### src/rtl/compressor_pkg.sv
// Shared definitions for the run-length compressor.
// Holds the default word/run-length widths and the controller state encoding.
package compressor_pkg;

    localparam int unsigned N_DEFAULT = 32;
    localparam int unsigned W_DEFAULT = $clog2(N_DEFAULT) + 1;

    typedef enum logic [1:0] {
        IDLE  = 2'd0,
        SCAN  = 2'd1,
        FLUSH = 2'd2
    } state_t;

endpackage

### src/rtl/compressor_run_length_finder.sv
// run_length_finder: purely combinational run measurement.
// Ports:
//   word    - word being scanned
//   pos     - bit index where the run starts (0..N-1)
//   run_bit - value of word[pos]
//   run_len - number of consecutive bits equal to run_bit from pos upward,
//             bounded by the end of the word (1..N)
module run_length_finder
    import compressor_pkg::*;
#(
    parameter int unsigned N = N_DEFAULT,
    parameter int unsigned W = W_DEFAULT
) (
    input  logic [N-1:0] word,
    input  logic [W-1:0] pos,
    output logic         run_bit,
    output logic [W-1:0] run_len
);

    logic [N-1:0] shifted;

    // Equality mask from pos, then a priority encoder on the first break;
    // positions past the end of the word count as a break.
    always_comb begin
        shifted = word >> pos;
        run_bit = shifted[0];
        run_len = W'(N);
        for (int i = int'(N) - 1; i >= 0; i--) begin
            if ((shifted[i] != run_bit) || ((i + int'(pos)) >= int'(N))) begin
                run_len = W'(i);
            end
        end
    end

endmodule

### src/rtl/compressor.sv
// compressor: run-length encoder, one run found per SCAN cycle, bit 0 first.
// Ports:
//   clk, reset            - clock, synchronous active-low reset
//   in_valid/in_ready     - word handshake, in_data holds the word
//   flush                 - emit any pending run and clear it
//   out_valid/out_ready   - run handshake, out_bit/out_value hold the run
//   busy                  - SCAN or FLUSH active, or a run is still held
// Build option: COMPRESSOR_MERGE_EN lets runs merge across word boundaries;
// without it the pending run is emitted at the end of every word.
module compressor
    import compressor_pkg::*;
#(
    parameter int unsigned N = N_DEFAULT,
    parameter int unsigned W = $clog2(N) + 1
) (
    input  logic         clk,
    input  logic         reset,
    input  logic         in_valid,
    output logic         in_ready,
    input  logic [N-1:0] in_data,
    input  logic         flush,
    output logic         out_valid,
    input  logic         out_ready,
    output logic         out_bit,
    output logic [W-1:0] out_value,
    output logic         busy
);

    // One extra bit so pending_len + run_len (up to 2N) cannot wrap.
    localparam int unsigned SW = W + 1;

    state_t         state, state_n;
    logic [N-1:0]   word_q, word_n;
    logic [W-1:0]   pos_q, pos_n;
    logic           pend_valid_q, pend_valid_n;
    logic           pend_bit_q, pend_bit_n;
    logic [W-1:0]   pend_len_q, pend_len_n;
    logic           out_valid_n, out_bit_n;
    logic [W-1:0]   out_value_n;

    logic           run_bit;
    logic [W-1:0]   run_len;
    logic           out_free, same_bit, need_emit;
    logic [SW-1:0]  sum, rem, pos_sum;
    logic           emit_bit;
    logic [W-1:0]   emit_len;
    logic           step_pv, step_pb;
    logic [W-1:0]   step_pl;

    run_length_finder #(.N(N), .W(W)) u_finder (
        .word    (word_q),
        .pos     (pos_q),
        .run_bit (run_bit),
        .run_len (run_len)
    );

    // Result of one SCAN step: what to emit and the new pending run.
    always_comb begin
        out_free  = !out_valid || out_ready;
        same_bit  = pend_valid_q && (pend_bit_q == run_bit);
        sum       = (same_bit ? SW'(pend_len_q) : SW'(0)) + SW'(run_len);
        rem       = sum - SW'(N);
        pos_sum   = SW'(pos_q) + SW'(run_len);
        need_emit = 1'b0;
        emit_bit  = run_bit;
        emit_len  = W'(N);
        step_pv   = 1'b1;
        step_pb   = run_bit;
        step_pl   = run_len;
        if (pend_valid_q && !same_bit) begin
            // Bit changed: the old run is complete.
            need_emit = 1'b1;
            emit_bit  = pend_bit_q;
            emit_len  = pend_len_q;
        end else if (sum >= SW'(N)) begin
            // A full-length run is ready; keep only the overflow.
            need_emit = 1'b1;
            step_pv   = (rem != '0);
            step_pl   = W'(rem);
        end else begin
            step_pl   = W'(sum);
        end
    end

    // Next-state and output-register loading.
    always_comb begin
        state_n      = state;
        word_n       = word_q;
        pos_n        = pos_q;
        pend_valid_n = pend_valid_q;
        pend_bit_n   = pend_bit_q;
        pend_len_n   = pend_len_q;
        out_valid_n  = out_valid && !out_ready;
        out_bit_n    = out_bit;
        out_value_n  = out_value;
        case (state)
            IDLE: begin
                if (in_valid) begin
                    word_n  = in_data;
                    pos_n   = '0;
                    state_n = SCAN;
                end else if (flush && pend_valid_q) begin
                    state_n = FLUSH;
                end
            end
            SCAN: begin
                // An emit with a full output register stalls the whole step.
                if (!need_emit || out_free) begin
                    pend_valid_n = step_pv;
                    pend_bit_n   = step_pb;
                    pend_len_n   = step_pl;
                    pos_n        = W'(pos_sum);
                    if (need_emit) begin
                        out_valid_n = 1'b1;
                        out_bit_n   = emit_bit;
                        out_value_n = emit_len;
                    end
                    if (pos_sum == SW'(N)) begin
`ifdef COMPRESSOR_MERGE_EN
                        state_n = IDLE;
`else
                        state_n = step_pv ? FLUSH : IDLE;
`endif
                    end
                end
            end
            FLUSH: begin
                if (out_free) begin
                    out_valid_n  = 1'b1;
                    out_bit_n    = pend_bit_q;
                    out_value_n  = pend_len_q;
                    pend_valid_n = 1'b0;
                    pend_bit_n   = 1'b0;
                    pend_len_n   = '0;
                    state_n      = IDLE;
                end
            end
            default: state_n = IDLE;
        endcase
    end

    // State and registered outputs.
    always_ff @(posedge clk) begin
        if (!reset) begin
            state        <= IDLE;
            word_q       <= '0;
            pos_q        <= '0;
            pend_valid_q <= 1'b0;
            pend_bit_q   <= 1'b0;
            pend_len_q   <= '0;
            out_valid    <= 1'b0;
            out_bit      <= 1'b0;
            out_value    <= '0;
            in_ready     <= 1'b1;
            busy         <= 1'b0;
        end else begin
            state        <= state_n;
            word_q       <= word_n;
            pos_q        <= pos_n;
            pend_valid_q <= pend_valid_n;
            pend_bit_q   <= pend_bit_n;
            pend_len_q   <= pend_len_n;
            out_valid    <= out_valid_n;
            out_bit      <= out_bit_n;
            out_value    <= out_value_n;
            in_ready     <= (state_n == IDLE);
            busy         <= (state_n != IDLE) || out_valid_n;
        end
    end

endmodule

### config.mk
export PLATFORM = sky130hd
export DESIGN_NAME = compressor
export DESIGN_NICKNAME = d
export VERILOG_FILES = /design/src/rtl/compressor_pkg.sv /design/src/rtl/compressor_run_length_finder.sv /design/src/rtl/compressor.sv
export SDC_FILE = /design/constraint.sdc
export NUM_CORES = 1
export LEC_CHECK = 0
export BUFFER_PORTS_ARGS = -buffer_cell sky130_fd_sc_hd__buf_2
export CORE_ASPECT_RATIO = 1.4
export CORE_MARGIN = 2
export CORE_UTILIZATION = 50
export CTS_BUF_LIST = sky130_fd_sc_hd__clkbuf_4 sky130_fd_sc_hd__clkbuf_8
export DETAILED_ROUTE_END_ITERATION = 7
export PLACE_DENSITY = 0.69
export SETUP_SLACK_MARGIN = 0.05
export SLEW_MARGIN = 10
export SYNTH_ARGS = -nofsm -noshare
export SYNTH_HDL_FRONTEND = slang
export SYNTH_HIERARCHICAL = 1
export SYNTH_SLANG_ARGS = --single-unit
### constraint.sdc
create_clock -name clk -period 5.7 [get_ports clk]
set_clock_uncertainty 0.1 [all_clocks]
set_input_delay 0.285 -clock clk [delete_from_list [all_inputs] [get_ports clk]]
set_output_delay 0.285 -clock clk [all_outputs]
set_load 0.03 [all_outputs]
==> metrics.csv, run 1 <==
metric,value,unit
status,"finished, violations left",
failing checks,negative setup slack,
# Max-Cap Violations,0,
starting density of the core,0.514,
pre-CTS setup slack,-0.270,ns
Crit. End Element,flip-flop,
largest net degree at the start of global routing,64,
synthesized cell area,0.00714,sq mm
minimum clock period after layout,5.87,ns
WL/cell,20.7,microns
total wire length,26200,microns
fin. max-slew vios,0,
DR vias,8013,
Finish-stage setup viols,16,
worst slew pin tran,1.02,ns
Max H-tree Level,3,
first-pass GRT wire length,37700,microns
initial antenna violation count,0,
P per Cell Area,495,mW/mm^2
number of remaining DRC errors,0,
final net count,1145,
Final WS setup,-0.166,ns
"FF+latch count, synth",58,
count of cell types in the netlist,91,
Fin Setup TNS,-1.05,ns
Port Buffers,46,
layout cell share with drive strength beyond 1,0.372,
antenna cells,0,
Root Buffer,clkbuf_8,
grt ovf,0,
GP Congestion,1.04,
crit path max fanout,6,
Fin. Hold Viols,0,
die height,145,microns
Crit path required time,5.82,ns
"Arr. time, crit path",5.99,ns
Leakage,4.11,nW
P&R area growth vs syn,34.3,%
"Seq/Total Area, Yosys",0.163,
Max Root-Sink Buffers,2,
worst skew pair latency,0.34,ns
clk sinks,58,
Post-Syn Nets,976,
"Clk pin slew, worst setup/hold paths",0.07,ns
nature of the critical path startpoint,flip-flop,
total global-route track usage,0.305,
hold_ws,0.0833,ns
final design utilization,0.690,
Post-CTS Hold Buffers,0,
fin crit share,1.03,
top_reg_cell synth,dfxtp_1,
Post-synth EDFFs,0,
Area after DPL,0.00856,sq mm
number of core rows,51,
Die Area,0.0153,sq mm
Slew headroom,0.318,
RSZ-0062 raised after global routing,true,
"Design Area, Final",0.00960,sq mm
post-DP HPWL,18700,microns
worst hold path class,primary input to flip-flop,
CTS tree,done,
vias per cell,6.33,
Core ar.,0.0139,sq mm
DR iter-0 viols,657,
chip width,105,microns
syn_area_per_cell,7.89,sq um
Syn Inst Count,906,
vias in the first global route,7380,
1st-pass router iterations,7,
FMAX,0.170,GHz
# IOs,47,
async set or reset register ratio after synthesis,0,
synth warn,6,
total CTS buffers,9,
Setup CP Type,flip-flop to flip-flop,
post-detailed-route count of antenna-violating nets,0,
Worst VDD drop,0.000276,V
state kept, by name, indices dropped and copies added (netlist names):
| name | cells |
|---|---|
| busy | 1 |
| in_ready | 1 |
| out_bit | 1 |
| out_valid | 1 |
| out_value | 6 |
| pend_bit_q | 1 |
| pend_len_q | 6 |
| pend_valid_q | 1 |
| pos_q | 6 |
| state | 2 |
| word_q | 32 |
path summary, 6_finish.rpt:
kind,from,to,slack [ns],cells after the start
setup / recovery,pos_q[1],pos_q[1],-0.17,24
hold reg to reg,out_value[3],out_value[3],0.36,2
setup reg to reg,pos_q[1],pos_q[1],-0.17,24
hold / removal,in_data[1],word_q[1],0.08,3
stage by stage:
stage	total power [mW]	cells
after CTS	4.20	1247
after global routing	5.01	1265
final	4.75	1265
after detailed placement	3.52	1220
after global placement	3.52	1220
after floorplan	2.38	906
timing repair:
action,in CTS,in global routing
endpoints found under the setup margin,25,26
gates cloned,0,1
buffers inserted,12,19
gates resized for setup,41,74
pin swaps,22,36
power by group:
group | switching, mW | internal [mW] | leakage [nW] | total [mW]
clock network | 0.169 | 0.281 | 0.119 | 0.451
registers | 0.0498 | 0.450 | 0.476 | 0.500
logic | 1.96 | 1.84 | 3.51 | 3.80
total | 2.18 | 2.57 | 4.11 | 4.75
critical path, stage by stage, from the launching register on:
cell	delay (ns)
dfxtp_4	0.41
mux4_2	0.53
mux4_2	0.54
a2bb2o_4	0.26
o21ai_4	0.17
mux2i_1	0.11
or4b_4	0.51
a311oi_4	0.30
o211ai_1	0.16
a21oi_2	0.22
o31ai_4	0.08
ha_2	0.20
and3_4	0.18
o21a_1	0.20
or4b_1	0.48
nand3_2	0.10
inv_2	0.05
ha_4	0.16
a21o_1	0.21
o41ai_4	0.08
buf_4	0.19
a21oi_4	0.06
buf_6	0.15
mux2i_1	0.10
and2_1	0.19
synth_stat cells (4+ instances only):
library cell  instances  share of area
nor2b_1              14          0.012
nand2_1             143          0.075
dfxtp_1              58           0.16
nor2_1               47          0.025
nand3b_1              5         0.0053
a21boi_0             37          0.039
a21oi_1              56          0.039
a32oi_1               4         0.0049
mux2_2               14          0.022
a211o_1               4         0.0049
a22oi_1               5         0.0053
nor3b_1               6         0.0063
nand2b_1             16          0.014
mux2i_1              47          0.066
a211oi_1              7         0.0074
a31o_2                4         0.0049
ha_1                 31          0.054
buf_1                11         0.0058
and2_1               12          0.011
buf_6                 5         0.0079
o22ai_1              10         0.0088
inv_2                 4         0.0021
nand3_1              30          0.021
and3_1               10         0.0088
o21a_1                5         0.0053
o31ai_1               5         0.0053
buf_2                12         0.0084
mux4_2               33           0.10
nor3_1               25          0.018
o211ai_1              9         0.0095
clkbuf_1             38          0.020
o21ai_0              40          0.028
nand4_1               5         0.0044
a21o_1               12          0.013
a31oi_1              13          0.011
xnor2_1              14          0.017
inv_1                22          0.012
xor2_1               10          0.012
layout make-up:
type | instances | area (sq um)
inverter | 26 | 100
sequential | 58 | 1170
clock inverter | 4 | 72.6
multi-input combinational | 755 | 6150
clock buffer | 12 | 165
timing repair buffer | 225 | 1710
fill | 1139 | 4310
tap | 185 | 231
kinds of logic (layout without fill, tap and decap cells):
family,after synthesis,count (layout),synth area share
AOI/OAI and AO/OA,267,267,0.265
muxes,94,94,0.192
DFF,58,58,0.163
buffers and inverters,93,267,0.0567
xor gates and xnor gates,25,25,0.0317
and+or+nand+nor,336,336,0.232
adders and majority gates,33,33,0.0599
cell usage in the layout (no fill, tap or decap), drive strengths merged, types with 12 or more instances in the layout:
cell / instances
a21oi: 58
and2: 13
xnor2: 15
dfxtp: 58
o21ai: 43
nand2b: 16
buf: 224
mux2: 14
a31oi: 13
a21boi: 39
nor3: 27
clkbuf: 13
ha: 31
mux4: 33
nand2: 143
nor2: 47
a21o: 12
inv: 26
mux2i: 47
nor2b: 14
nand3: 30
metal layers:
metal	up-vias	track usage	wire, microns
li1	3698	-	-
met3	126	0.0336	1550
met1	3804	0.376	10200
met5	-	0	0
met4	0	0.177	1800
met2	385	0.514	12600
Note: power is estimated with default switching activity, not from simulation.
==> run 2, diff against run 1 <==
CORE_UTILIZATION = 35   (was 50)
PLACE_DENSITY = 0.52   (was 0.69)
==> run 2 against run 1 <==
  * The run still ends with negative setup slack left
  * Non-clock buffer count is 11 lower
  * Final area decreased by 1.1%
  * Via count fell by 4.8%
  * Setup slack gained 0.043 ns
  * Largest power group unchanged
  * Final cell count is 4.4% higher
  * Largest cell class unchanged
  * Routed wire length is 2.8% lower
  * Critical path depth is the same
  * Utilization down 21 points
==> metrics.csv, run 2 (synthesized netlist as in run 1, its figures left out) <==
metric,value,unit,change
GP Congestion,1.02,,was 1.04
global routing met2 resource utilization,0.405,,was 0.514
FMAX,0.172,GHz,was 0.170 GHz
Port Buffers,46,,unchanged
post-detailed-route count of antenna-violating nets,0,,unchanged
RSZ-0062 raised after global routing,true,,unchanged
slowest CP cell,o41ai_1,,was mux4_2
crit path buf inv count,7,,was 3
number of core rows,61,,was 51
minimum clock period after layout,5.82,ns,was 5.87 ns
Crit. End Element,flip-flop,,unchanged
total wire length,25500,microns,was 26200 microns
P per Cell Area,478,mW/mm^2,was 495 mW/mm^2
Worst VDD drop,0.000199,V,was 0.000276 V
DR iter-0 viols,493,,was 657
kind of cell adding the most delay to the critical path,compound AO/OA/AOI/OAI gates,,unchanged
# IOs,47,,unchanged
worst hold path class,primary input to flip-flop,,unchanged
DR vias,7629,,was 8013
largest net degree at the start of global routing,64,,unchanged
Finish-stage setup viols,24,,was 16
met3 global-route usage,0.0201,,was 0.0336
"Critical Path, Cell by Cell",buf_12 > inv_1 > buf_12 > buf_4 > mux2i_1 > o41ai_1 > a21oi_4 > buf_4 > o21ai_0 > a311oi_2 > o211ai_1 > a21oi_2 > o31ai_4 > ha_2 > inv_2 > fa_2 > buf_4 > xnor2_2 > nor3b_2 > o211ai_2 > or3_4 > a221o_1 > and2_0 > a41oi_2,,was mux4_2 > mux4_2 > a2bb2o_4 > o21ai_4 > mux2i_1 > or4b_4 > a311oi_4 > o211ai_1 > a21oi_2 > o31ai_4 > ha_2 > and3_4 > o21a_1 > or4b_1 > nand3_2 > inv_2 > ha_4 > a21o_1 > o41ai_4 > buf_4 > a21oi_4 > buf_6 > mux2i_1 > and2_1
fin crit share,1.02,,was 1.03
failing checks,negative setup slack,,unchanged
final net count,1134,,was 1145
antenna cells,0,,unchanged
Layout Cells excl Fill,1321,,was 1265
"Clk pin slew, worst setup/hold paths",0.07,ns,about the same
GR peak layer,met2,,unchanged
initial antenna violation count,0,,unchanged
Biggest register,word_q,,unchanged
clk sinks,58,,unchanged
Fin Setup TNS,-1.19,ns,was -1.05 ns
critical path depth,24,,unchanged
worst skew pair latency,0.34,ns,about the same
Reg-to-Reg End,busy,,was pos_q[1]
nature of the critical path startpoint,flip-flop,,unchanged
worst-case reg-to-reg path depth,24,,unchanged
cell mode on critical path,buf_4,,
CTS tree,done,,unchanged
P&R area growth vs syn,32.8,%,was 34.3%
most frequent cells in the layout,"buf_4 (157), nand2_1 (140), dfxtp_1 (55)",,"was buf_4 (162), nand2_1 (139), dfxtp_1 (55)"
Worst Setup SP,pos_q[2],,was pos_q[1]
fin. max-slew vios,0,,unchanged
# Max-Cap Violations,0,,unchanged
die height,173,microns,was 145 microns
R2R Setup Slk,-0.12,ns,was -0.17 ns
vias per cell,5.78,,was 6.33
worst slew pin tran,1.05,ns,was 1.02 ns
Largest register FFs,32,,unchanged
Leakage,4.02,nW,was 4.11 nW
placed cells,1294,,was 1220
starting density of the core,0.359,,was 0.514
Die Area,0.0216,sq mm,was 0.0153 sq mm
1st-pass router iterations,5,,was 7
Core ar.,0.0199,sq mm,was 0.0139 sq mm
total CTS buffers,9,,unchanged
Post-CTS Hold Buffers,0,,unchanged
Fin. Hold Viols,0,,unchanged
Critical Path End,busy,,was pos_q[1]
CP peak stage delay,0.84,ns,was 0.54 ns
total global-route track usage,0.230,,was 0.305
r2r startpoint,pos_q[2],,was pos_q[1]
layout cell share with drive strength beyond 1,0.356,,was 0.372
first-pass GRT wire length,40400,microns,was 37700 microns
Slew headroom,0.302,,was 0.318
status,"finished, violations left",,unchanged
Final WS setup,-0.123,ns,was -0.166 ns
Setup CP Type,flip-flop to flip-flop,,unchanged
Root Buffer,clkbuf_8,,unchanged
"most common cell after layout, fill and taps aside",buf_4,,unchanged
GRT met1 Usage,0.274,,was 0.376
grt ovf,0,,unchanged
Max H-tree Level,3,,unchanged
number of remaining DRC errors,0,,unchanged
WL/cell,19.3,microns,was 20.7 microns
final design utilization,0.476,,was 0.690
crit path max fanout,18,,was 6
vias in the first global route,7590,,was 7380
"Arr. time, crit path",5.99,ns,about the same
Max Root-Sink Buffers,2,,unchanged
WHS Path Cells,3,,unchanged
chip width,125,microns,was 105 microns
Crit path required time,5.86,ns,was 5.82 ns
post-DP HPWL,20100,microns,was 18700 microns
[run 2: tightest hold or removal path: stages]
cell and delay (ns):
buf_2 0.09, nand2_1 0.04, a21boi_0 0.06
[run 2: how the worst min path moves through the flow]
stage                  from            to  slack [ns]
5_1_grt         in_data[19]    word_q[19]        0.08
2_1_floorplan   in_data[10]    word_q[10]        0.33
4_1_cts         in_data[19]    word_q[19]        0.07
3_5_place_dp   out_value[5]  out_value[5]        0.35
6_report         in_data[7]     word_q[7]        0.09
3_3_place_gp   out_value[4]  out_value[4]        0.34
[run 2: through the flow]
| step | power (mW) | hold slack [ns] | worst slack, ns | instance area (sq um) |
|---|---|---|---|---|
| after CTS | 4.31 | 0.0748 | -0.0348 | 9230 |
| after global routing | 4.80 | 0.0818 | -0.329 | 9490 |
| after global placement | 3.62 | 0.344 | -0.320 | 8700 |
| after detailed placement | 3.62 | 0.355 | -0.376 | 8700 |
| after floorplan | 2.38 | 0.330 | -0.00162 | 7250 |
| final | 4.53 | 0.0939 | -0.123 | 9490 |
[run 2: report_power, final]
| group | internal (mW) | switching [mW] | leakage (nW) |
|---|---|---|---|
| Combinational | 1.72 | 1.88 | 3.42 |
| Clock | 0.275 | 0.164 | 0.120 |
| Sequential | 0.450 | 0.0522 | 0.476 |
[run 2: final cells by class]
class,count,area (sq um)
Clock inverter,4,73.8
Inverter,26,97.6
Fill cell,1959,10400
Clock buffer,12,159
Sequential cell,58,1170
Multi-Input combinational cell,755,6090
Tap cell,252,315
Timing Repair Buffer,214,1590
[run 2: timing repair]
item	4_1_cts	5_1_grt
pin swaps	24	22
resized for setup	50	42
endpoints found under the setup margin	26	26
buffers inserted	6	5
endpoints found under the hold margin	0	0
[run 2: routing by layer]
layer  up-vias  share of wire  wire length (microns)
met2       264           0.49                  12500
met3        83          0.044                   1110
li1       3671              -                      -
met5         -              0                      0
met4         0          0.058                   1490
met1      3611           0.41                  10400
